File: config.mk
export PLATFORM = sky130hd
export DESIGN_NAME = spi_req_arbiter_flat
export DESIGN_NICKNAME = d
export VERILOG_FILES = /design/src/rtl/spi_req_arbiter_if.sv /design/src/rtl/spi_req_arbiter.sv /design/src/flat_wrapper.sv
export SDC_FILE = /design/constraint.sdc
export NUM_CORES = 1
export LEC_CHECK = 0
export ABC_AREA = 1
export ABC_CLOCK_PERIOD_IN_PS = 2000
export CAP_MARGIN = 5
export CORE_MARGIN = 1
export CORE_UTILIZATION = 44
export CTS_CLUSTER_SIZE = 10
export DETAILED_ROUTE_END_ITERATION = 7
export PLACE_DENSITY_LB_ADDON = 0.3
export SLEW_MARGIN = 20
export SYNTH_ARGS = -nofsm -noshare
export SYNTH_HDL_FRONTEND = slang
export SYNTH_SLANG_ARGS = --single-unit
File: constraint.sdc
create_clock -name clk -period 2 [get_ports clk]
set_clock_uncertainty 0.15 [all_clocks]
set_input_delay 0.4 -clock clk [delete_from_list [all_inputs] [get_ports clk]]
set_output_delay 0.4 -clock clk [all_outputs]
set_load 0.02 [all_outputs]
File: src/rtl/spi_req_arbiter_if.sv
// Client request/grant bundle plus the SPI link hooks for spi_req_arbiter.
// The slave modport is the arbiter side; master is the client/link side.
interface spi_req_arbiter_if #(
    parameter int NREQ = 4,
    parameter int DW   = 12
);
    logic [NREQ-1:0]    req;
    logic [NREQ*DW-1:0] req_data;
    logic [NREQ-1:0]    gnt;
    logic [NREQ-1:0]    ack;
    logic               spi_newd;
    logic [DW-1:0]      spi_din;
    logic               spi_done;
    logic               busy;
    logic               timeout_err;

    modport master (
        output req,
        output req_data,
        output spi_done,
        input  gnt,
        input  ack,
        input  spi_newd,
        input  spi_din,
        input  busy,
        input  timeout_err
    );

    modport slave (
        input  req,
        input  req_data,
        input  spi_done,
        output gnt,
        output ack,
        output spi_newd,
        output spi_din,
        output busy,
        output timeout_err
    );
endinterface

File: src/rtl/spi_req_arbiter.sv
// Round-robin arbiter/sequencer sharing one SPI link among NREQ clients.
// Optional WAIT-state abort counter is built when SPI_ARB_TIMEOUT_EN is defined.
module spi_req_arbiter #(
    parameter int NREQ      = 4,
    parameter int DW        = 12,
    parameter int NEWD_HOLD = 48,
    parameter int TIMEOUT   = 4096
) (
    input logic              clk,
    input logic              rst,
    spi_req_arbiter_if.slave bus
);
    localparam int PW = (NREQ > 1) ? $clog2(NREQ) : 1;
    localparam int HW = (NEWD_HOLD > 1) ? $clog2(NEWD_HOLD) : 1;

    typedef enum logic [1:0] {
        S_IDLE,
        S_LAUNCH,
        S_WAIT,
        S_COMPLETE
    } state_t;

    state_t          state;
    state_t          state_nx;
    logic [PW-1:0]   ptr;
    logic [PW-1:0]   cur;
    logic [PW-1:0]   win;
    logic            win_vld;
    logic [DW-1:0]   win_data;
    logic [DW-1:0]   din_q;
    logic [HW-1:0]   hold_cnt;
    logic            hold_last;
    logic [NREQ-1:0] cur_oh;
    logic            sync1;
    logic            sync2;
    logic            done_q;
    logic            done_rise;
    logic            to_hit;
    logic            to_flag;

    // First requester at or above the pointer, wrapping; lowest offset wins.
    always_comb begin
        logic [PW:0] j;
        win     = '0;
        win_vld = 1'b0;
        j       = '0;
        for (int i = NREQ - 1; i >= 0; i--) begin
            j = {1'b0, ptr} + (PW+1)'(i);
            if (j >= (PW+1)'(NREQ)) begin
                j = j - (PW+1)'(NREQ);
            end
            if (bus.req[j[PW-1:0]]) begin
                win     = j[PW-1:0];
                win_vld = 1'b1;
            end
        end
    end

    assign win_data  = bus.req_data[int'(win)*DW +: DW];
    assign hold_last = (hold_cnt == HW'(NEWD_HOLD - 1));
    assign cur_oh    = {{(NREQ-1){1'b0}}, 1'b1} << cur;

    // spi_done comes from the sclk domain: two flops, then edge detect.
    always_ff @(posedge clk or posedge rst) begin
        if (rst) begin
            sync1  <= 1'b0;
            sync2  <= 1'b0;
            done_q <= 1'b0;
        end else begin
            sync1  <= bus.spi_done;
            sync2  <= sync1;
            done_q <= sync2;
        end
    end

    assign done_rise = sync2 & ~done_q;

`ifdef SPI_ARB_TIMEOUT_EN
    localparam int TW = $clog2(TIMEOUT + 1);

    logic [TW-1:0] to_cnt;

    assign to_hit = (state == S_WAIT) && (to_cnt == TW'(TIMEOUT - 1));

    always_ff @(posedge clk or posedge rst) begin
        if (rst) begin
            to_cnt  <= '0;
            to_flag <= 1'b0;
        end else begin
            if (state == S_WAIT) begin
                to_cnt <= to_cnt + 1'b1;
            end else begin
                to_cnt <= '0;
            end
            // A genuine done rise on the final cycle still counts as success.
            to_flag <= to_hit && !done_rise;
        end
    end
`else
    logic unused_timeout;

    assign unused_timeout = (TIMEOUT > 0);
    assign to_hit         = 1'b0;
    assign to_flag        = 1'b0;
`endif

    always_ff @(posedge clk or posedge rst) begin
        if (rst) begin
            state <= S_IDLE;
        end else begin
            state <= state_nx;
        end
    end

    always_comb begin
        state_nx = state;
        unique case (state)
            S_IDLE: begin
                if (win_vld) begin
                    state_nx = S_LAUNCH;
                end
            end
            S_LAUNCH: begin
                if (hold_last) begin
                    state_nx = S_WAIT;
                end
            end
            S_WAIT: begin
                if (done_rise || to_hit) begin
                    state_nx = S_COMPLETE;
                end
            end
            S_COMPLETE: begin
                state_nx = S_IDLE;
            end
            default: begin
                state_nx = S_IDLE;
            end
        endcase
    end

    always_ff @(posedge clk or posedge rst) begin
        if (rst) begin
            ptr      <= '0;
            cur      <= '0;
            din_q    <= '0;
            hold_cnt <= '0;
        end else begin
            if (state == S_IDLE && win_vld) begin
                cur      <= win;
                din_q    <= win_data;
                hold_cnt <= '0;
            end
            if (state == S_LAUNCH) begin
                hold_cnt <= hold_cnt + 1'b1;
            end
            if (state == S_COMPLETE) begin
                ptr <= (cur == PW'(NREQ - 1)) ? '0 : cur + 1'b1;
            end
        end
    end

    assign bus.spi_din = din_q;

    always_comb begin
        bus.gnt         = '0;
        bus.ack         = '0;
        bus.spi_newd    = 1'b0;
        bus.busy        = 1'b0;
        bus.timeout_err = 1'b0;
        unique case (state)
            S_IDLE: begin
                bus.busy = 1'b0;
            end
            S_LAUNCH: begin
                bus.gnt      = cur_oh;
                bus.spi_newd = 1'b1;
                bus.busy     = 1'b1;
            end
            S_WAIT: begin
                bus.gnt  = cur_oh;
                bus.busy = 1'b1;
            end
            S_COMPLETE: begin
                bus.gnt         = cur_oh;
                bus.ack         = cur_oh;
                bus.busy        = 1'b1;
                bus.timeout_err = to_flag;
            end
            default: begin
                bus.busy = 1'b0;
            end
        endcase
    end
endmodule

File: src/flat_wrapper.sv
// flat-port wrapper written by rule: the top's interface ports become plain ports
module spi_req_arbiter_flat 
#(
    parameter int NREQ      = 4,
    parameter int DW        = 12,
    parameter int NEWD_HOLD = 48,
    parameter int TIMEOUT   = 4096
)
  (clk, rst, bus_req, bus_req_data, bus_spi_done, bus_gnt, bus_ack, bus_spi_newd, bus_spi_din, bus_busy, bus_timeout_err);
  spi_req_arbiter_if #(.NREQ(NREQ), .DW(DW)) bus_i ();
  input logic clk;
  input logic rst;
  input wire logic [$bits(bus_i.req)-1:0] bus_req;
  input wire logic [$bits(bus_i.req_data)-1:0] bus_req_data;
  input wire logic [$bits(bus_i.spi_done)-1:0] bus_spi_done;
  output wire logic [$bits(bus_i.gnt)-1:0] bus_gnt;
  output wire logic [$bits(bus_i.ack)-1:0] bus_ack;
  output wire logic [$bits(bus_i.spi_newd)-1:0] bus_spi_newd;
  output wire logic [$bits(bus_i.spi_din)-1:0] bus_spi_din;
  output wire logic [$bits(bus_i.busy)-1:0] bus_busy;
  output wire logic [$bits(bus_i.timeout_err)-1:0] bus_timeout_err;
  assign bus_i.req = bus_req;
  assign bus_i.req_data = bus_req_data;
  assign bus_i.spi_done = bus_spi_done;
  assign bus_gnt = bus_i.gnt;
  assign bus_ack = bus_i.ack;
  assign bus_spi_newd = bus_i.spi_newd;
  assign bus_spi_din = bus_i.spi_din;
  assign bus_busy = bus_i.busy;
  assign bus_timeout_err = bus_i.timeout_err;
  spi_req_arbiter #(.NREQ(NREQ), .DW(DW), .NEWD_HOLD(NEWD_HOLD), .TIMEOUT(TIMEOUT)) u_core (.clk(clk), .rst(rst), .bus(bus_i));
endmodule
==> results of run 1 <==
-- worst max-delay path by stage --
stage / to / start / slack (ns)
floorplan: u_core.bus.spi_din[10] / u_core.ptr[0] / 0.25
global placement: u_core.bus.spi_din[7] / bus_req[3] / -0.28
detailed placement: u_core.bus.spi_din[7] / bus_req[3] / -0.35
CTS: u_core.bus.spi_din[5] / bus_req[1] / -0.00006
global route: u_core.bus.spi_din[1] / u_core.ptr[0] / -0.07
finish: u_core.bus.spi_din[9] / u_core.ptr[0] / 0.03
-- flip-flops by register name (all words and copies together), names as in the netlist --
signal,count
u_core.ptr,2
u_core.bus.spi_din,12
u_core.hold_cnt,6
u_core.state,2
u_core.sync1,1
u_core.done_q,1
u_core.sync2,1
u_core.cur,2
-- synth_stat cells --
library cell	number
nand3_1	50
inv_2	6
a22o_1	1
buf_6	4
or2_0	3
nand2_2	4
conb_1	1
dfrtp_1	27
nor2_4	2
nand3_2	2
xor2_1	1
nor2_2	2
o31ai_1	1
xnor2_1	1
or2_1	2
a31oi_1	1
nand2_1	84
o21ai_0	10
a21oi_1	3
nand2_4	1
o21ai_1	1
ha_1	10
nor2_1	22
buf_4	3
o22ai_1	2
nor3_1	1
inv_1	41
or2_2	2
buf_2	2
-- critical path: cells and delay by family (launching register included) --
family	cells	cell delay, ns
AO/OA/AOI/OAI	1	0.16
AND/OR/NAND/NOR	8	0.79
buffers and inverters	2	0.30
flip-flops	1	0.47
-- power by group through the flow --
| stage | registers (mW) | logic (mW) | clock network (mW) |
|---|---|---|---|
| finish | 0.954 | 3.93 | 0.315 |
| global route | 0.973 | 4.33 | 0.349 |
| CTS | 0.952 | 3.47 | 0.324 |
| detailed placement | 0.950 | 3.45 | 0 |
| global placement | 0.945 | 3.36 | 0 |
| floorplan | 1.05 | 2.13 | 0 |
-- metal layers --
layer	global-route usage (%)	up-vias	part of all wire [%]
li1	-	1100	-
met1	28.6	1002	40
met2	44.1	55	54
met3	2.80	12	4.0
met4	8.67	0	2.1
met5	0	-	0
-- cell usage in the layout (no fill, tap or decap), types with 2 or more instances in the layout --
cell type and instances:
o22ai_1 2, or2_1 2, nand3_1 45, clkbuf_8 3
inv_2 7, ha_1 8, nand2_2 12, clkbuf_2 3
clkdlybuf4s50_1 62, clkdlybuf4s15_2 4, buf_12 2, nand3_2 6
nor2_1 22, inv_1 39, or2_0 3, a21oi_1 2
or2_2 2, nor2_4 3, buf_2 2, dlymetal6s2s_1 4
buf_4 22, buf_6 5, nand2_1 75, dfrtp_1 25
o21ai_0 10, dfrtp_2 2
-- stage by stage --
step | util, % | hold WS (ns) | total power, mW | setup WS, ns | cell area, um2
2_1_floorplan | - | 0.181 | 3.18 | 0.248 | 1970
3_3_place_gp | 69.8 | 0.186 | 4.31 | -0.284 | 2890
3_5_place_dp | 69.8 | 0.196 | 4.40 | -0.346 | 2890
4_1_cts | 71.8 | 0.219 | 4.74 | -0.0000577 | 2970
5_1_grt | 75.5 | 0.240 | 5.65 | -0.0750 | 3130
6_report | 75.5 | 0.217 | 5.20 | 0.0250 | 3130
-- cells by family after synthesis --
| kind of cell | Yosys count |
|---|---|
| compound gates | 19 |
| xor+xnor | 2 |
| fa+ha+maj | 10 |
| buf+inv | 56 |
| flops | 27 |
| other cells | 1 |
| simple gates | 175 |
-- timing repair --
action | 4_1_cts | 5_1_grt
pin swaps | 4 | 13
gates resized for setup | 34 | 37
buffers inserted | 0 | 7
setup endpoints to repair | 19 | 31
-- cell type report --
type,count,area [um2]
clock buffer,3,41.3
sequential,27,678
timing repair buffer,105,1010
fill,304,1020
multi-input combinational,207,1150
tap,50,62.6
clock inverter,1,5.00
inverter,47,179
==> qor.csv, run 1 <==
metric;value;unit
status;finished clean;
CP Max Fanout;8;
I/O pins;78;
routed vias;2169;
Final Non-Filler Cells;440;
Area Overhead vs Synth;58.8;%
dpl cells;429;
Int Power;2.70;mW
Switching Share;48.2;%
final WL;5510;um
crit start category;register;
cts bufs inserted;3;
crit path cell chain;buf_6 > o21ai_4 > nand2_2 > nand3_2 > nand2_1 > nand2_2 > nand2_8 > buf_12 > or2_1 > nand3_1 > nand3_1;
Inserted Diodes;0;
Yosys reg bits;27;
htree depth;1;
Period minus WS final;1.97;ns
HP Class;reg -> reg;
DR iter-0 viols;121;
vias in the first global route;2047;
mux cell area share after synthesis;0;%
clock-pin transition on the worst setup and hold timing paths;0.10;ns
cell taking the most area after synthesis;dfrtp_1;
Max VDD drop;0.928;mV
die height;68.9;um
share of power burned in registers;18.3;%
max cap viols;0;
max frequency;0.506;GHz
syn nets;355;
Final Hold Fails;0;
sink of the worst hold path;u_core.sync2;
Clk pwr share;6.1;%
pin count of the biggest net entering global routing;28;
CTS sink cnt;27;
Post-Synth Simple-Gate Area;40.0;%
area share of fa/ha/maj cells after synthesis;6.35;%
Critical Path Slowest Stage Cell;dfrtp_2;
Final nets;456;
Final GP Congestion;0.855;
Vias per Instance;4.93;
Synth cell types;29;
RSZ-0062 raised after global routing;true;
core area;4140;um2
worst flop-to-flop path endpoint;u_core.bus.spi_din[9];
Worst EP arrival;1.99;ns
deepest clock path buffer count;2;
Syn Inst Count;290;
XOR/XNOR Fraction of Synth Area;0.889;%
ANT nets after route;0;
Cell Area, Synth;1970;um2
Leak;1.63;nW
die width;68.9;um
Power Density;1660;nW/um2
row cnt;23;
clk_lat worst skew;0.27;ns
Register-to-Register Path Depth;11;
post-synthesis compound-gate area fraction;5.34;%
critical path data required time;2.01;ns
Combinational Power Share;75.6;%
Setup crit end kind;register;
Net Switching;2.51;mW
global-route usage over all layers;24.1;%
CP peak stage delay;0.47;ns
Avg Cell Area, Syn;6.79;um2
RR Startpoint;u_core.ptr[0];
TNS Setup;0;ns
die area;4750;um2
CTS tree;done;
total grt overflow;0;
hold_sp;u_core.sync1;
register area share after synthesis;34.3;%
global-route wire length before repair;8540;um
Reg2Reg Setup Slack;0.03;ns
Yosys warnings;0;
Root Buffer;clkbuf_8;
Setup violations, final;0;
layout cell share with drive strength beyond 1;21.5;%
Initial Util;47.5;%
HPWL Detailed;4030;um
post-route DRC violation count;0;
wire per inst;12.5;um
Hold Path Stages;0;
Worst Setup Path Type;reg -> reg;
first drt pass iteration count;4;
Synth top area share;34.3;%
hold_buf cts;0;
Port Buf Inserts;76;
initial antenna violation count;0;
largest family of logic cells by synthesized area;simple AND/OR/NAND/NOR gates;
Max Slew Vio Count;0;
period utilization;98.7;%
largest cells by area after synthesis;dfrtp_1 34%, nand2_1 16%, nand3_1 13%;
Note: power is estimated with default switching activity, not from simulation.
==> run 2: changes to the inputs <==
--- a/config.mk
+++ b/config.mk
@@ -6,7 +6,7 @@
 export NUM_CORES = 1
 export LEC_CHECK = 0
 export ABC_AREA = 1
-export ABC_CLOCK_PERIOD_IN_PS = 2000
+export ABC_CLOCK_PERIOD_IN_PS = 1910
 export CAP_MARGIN = 5
 export CORE_MARGIN = 1
 export CORE_UTILIZATION = 44
==> constraint.sdc (replaced) <==
create_clock -name clk -period 1.91 [get_ports clk]
set_clock_uncertainty 0.15 [all_clocks]
set_input_delay 0.382 -clock clk [delete_from_list [all_inputs] [get_ports clk]]
set_output_delay 0.382 -clock clk [all_outputs]
set_load 0.02 [all_outputs]
==> qor.csv, run 2 (synthesized netlist as in run 1, its figures left out) <==
metric;value;unit;change
critical path data required time;1.92;ns;-0.09 ns
Vias per Instance;4.85;;-1.5%
Final Non-Filler Cells;447;;+1.6%
HP Class;reg -> reg;;
Worst Setup Path Type;reg -> reg;;
cts bufs inserted;3;;unchanged
post-route DRC violation count;0;;unchanged
Area Overhead vs Synth;60.5;%;
deepest clock path buffer count;2;;unchanged
HPWL Detailed;4010;um;-0.62%
commonest non-fill, non-tap cell in the layout;nand2_1;;
CP Max Fanout;8;;unchanged
Max Slew Vio Count;0;;unchanged
CTS tree;done;;
clock-pin transition on the worst setup and hold timing paths;0.10;ns;about the same
Max VDD drop;0.947;mV;+2.1%
Largest register FFs;12;;unchanged
Leak;1.64;nW;+0.78%
Final Hold Fails;0;;unchanged
first drt pass iteration count;4;;unchanged
Setup violations, final;8;;+8
total grt overflow;0;;unchanged
pin count of the biggest net entering global routing;28;;unchanged
status;complete, but fails checks;;
clk_lat worst skew;0.27;ns;about the same
WHS;0.208;ns;-0.00889 ns
Period minus WS final;2.00;ns;+0.0253 ns
vias in the first global route;2138;;+4.4%
period utilization;105;%;+6.0 points
Power Density;1760;nW/um2;+5.7%
area of the multi-input gates;1170;um2;+1.6%
max cap viols;0;;unchanged
DR iter-0 viols;132;;+9.1%
row cnt;23;;unchanged
global-route usage over all layers;26.0;%;+2.0 points
initial antenna violation count;0;;unchanged
Inserted Diodes;0;;unchanged
die height;68.9;um;unchanged
Final nets;463;;+1.5%
core area;4140;um2;unchanged
Setup crit end kind;register;;
Worst EP arrival;2.01;ns;+0.02 ns
register area;678;um2;unchanged
global-route wire length before repair;9100;um;+6.5%
Power, Total;5.56;mW;+6.9%
RSZ-0062 raised after global routing;true;;
Initial Util;47.5;%;unchanged
ANT nets after route;0;;unchanged
Port Buf Inserts;76;;unchanged
final worst-path setup slack;-0.0903;ns;-0.115 ns
die area;4750;um2;unchanged
crit start category;register;;
most frequent cells in the layout;73 x nand2_1, 62 x clkdlybuf4s50_1, 45 x nand3_1;;
max frequency;0.500;GHz;-1.3%
dpl cells;434;;+1.2%
hold_buf cts;0;;unchanged
Final GP Congestion;0.845;;-1.2%
CTS sink cnt;27;;unchanged
routed vias;2170;;+0.046%
layout cell share with drive strength beyond 1;24.2;%;+2.6 points
die width;68.9;um;unchanged
I/O pins;78;;unchanged
failing checks;setup timing;;
final WL;5670;um;+2.9%
wire per inst;12.7;um;+1.3%
htree depth;1;;unchanged
Final Util;76.3;%;+0.82 points
layout filler cell count;319;;+4.9%
Root Buffer;clkbuf_8;;
==> run 2: cell types whose count changed in the layout (fill, tap and decap cells not counted), sizes merged <==
| cell | before | now |
|---|---|---|
| buf | 31 | 45 |
| clkbuf | 6 | 4 |
| clkdlybuf4s15 | 4 | 0 |
| clkinv | 1 | 0 |
| clkinvlp | 0 | 1 |
| dlygate4sd2 | 1 | 4 |
| dlymetal6s2s | 4 | 0 |
==> run 2: metrics by stage <==
stage / setup TNS [ns] / cell area, um2 / setup WS (ns)
after floorplan: 0 / 1970 / 0.158
after global placement: -5.82 / 2930 / -0.355
after detailed placement: -6.78 / 2930 / -0.396
after CTS: -0.0306 / 3090 / -0.0226
after global routing: -2.06 / 3160 / -0.194
final: -0.274 / 3160 / -0.0903
==> run 2: final cells by class <==
cell class / count / share of cell area, %
clock buffers: 3 / 1.31
clock inverters: 1 / 0.237
inverters: 47 / 5.74
multi-input cells: 207 / 37.0
flip-flops and latches: 27 / 21.4
well taps: 50 / 1.98
repair buffers: 112 / 32.3
==> run 2: worst paths after layout <==
check	from	cells after the start	endpoint	slack, ns
worst max-delay path	u_core.ptr[0]	10	u_core.bus.spi_din[9]	-0.09
worst min-delay path	u_core.sync1	0	u_core.sync2	0.21
worst max register to register	u_core.ptr[0]	10	u_core.bus.spi_din[9]	-0.09
worst min register to register	u_core.sync1	0	u_core.sync2	0.21
max in group asynchronous	rst	3	u_core.ptr[1]	1.02
min in group asynchronous	rst	3	u_core.hold_cnt[2]	0.31
==> run 2: what timing repair did <==
item                                    4_1_cts  5_1_grt
resized for setup                            67       28
endpoints found under the setup margin       25       30
pin swaps                                    10        2
buffers inserted                              5        4
==> run 2: worst max-delay path, stage by stage, from the launching register on <==
cell and delay, ns:
dfrtp_2 0.49, xnor2_2 0.24, nand2_1 0.13, nand3_2 0.11, nand2_1 0.06, nand2_2 0.10, nand2_4 0.11, buf_6 0.15
or2_1 0.20, nand3_1 0.08, nand3_1 0.07
==> run 2: power by group <==
group	total, mW	leakage (nW)	internal [mW]	switching, mW
Clock	0.336	0.0217	0.148	0.188
Combinational	4.22	1.29	1.90	2.32
Sequential	0.999	0.328	0.816	0.183
==> run 2: metal layers <==
metal	track usage (%)	vias up	routed length [um]
li1	-	1112	-
met1	30.0	1009	2400
met2	51.1	43	3090
met3	2.47	6	130
met4	5.36	0	48
met5	0	-	0
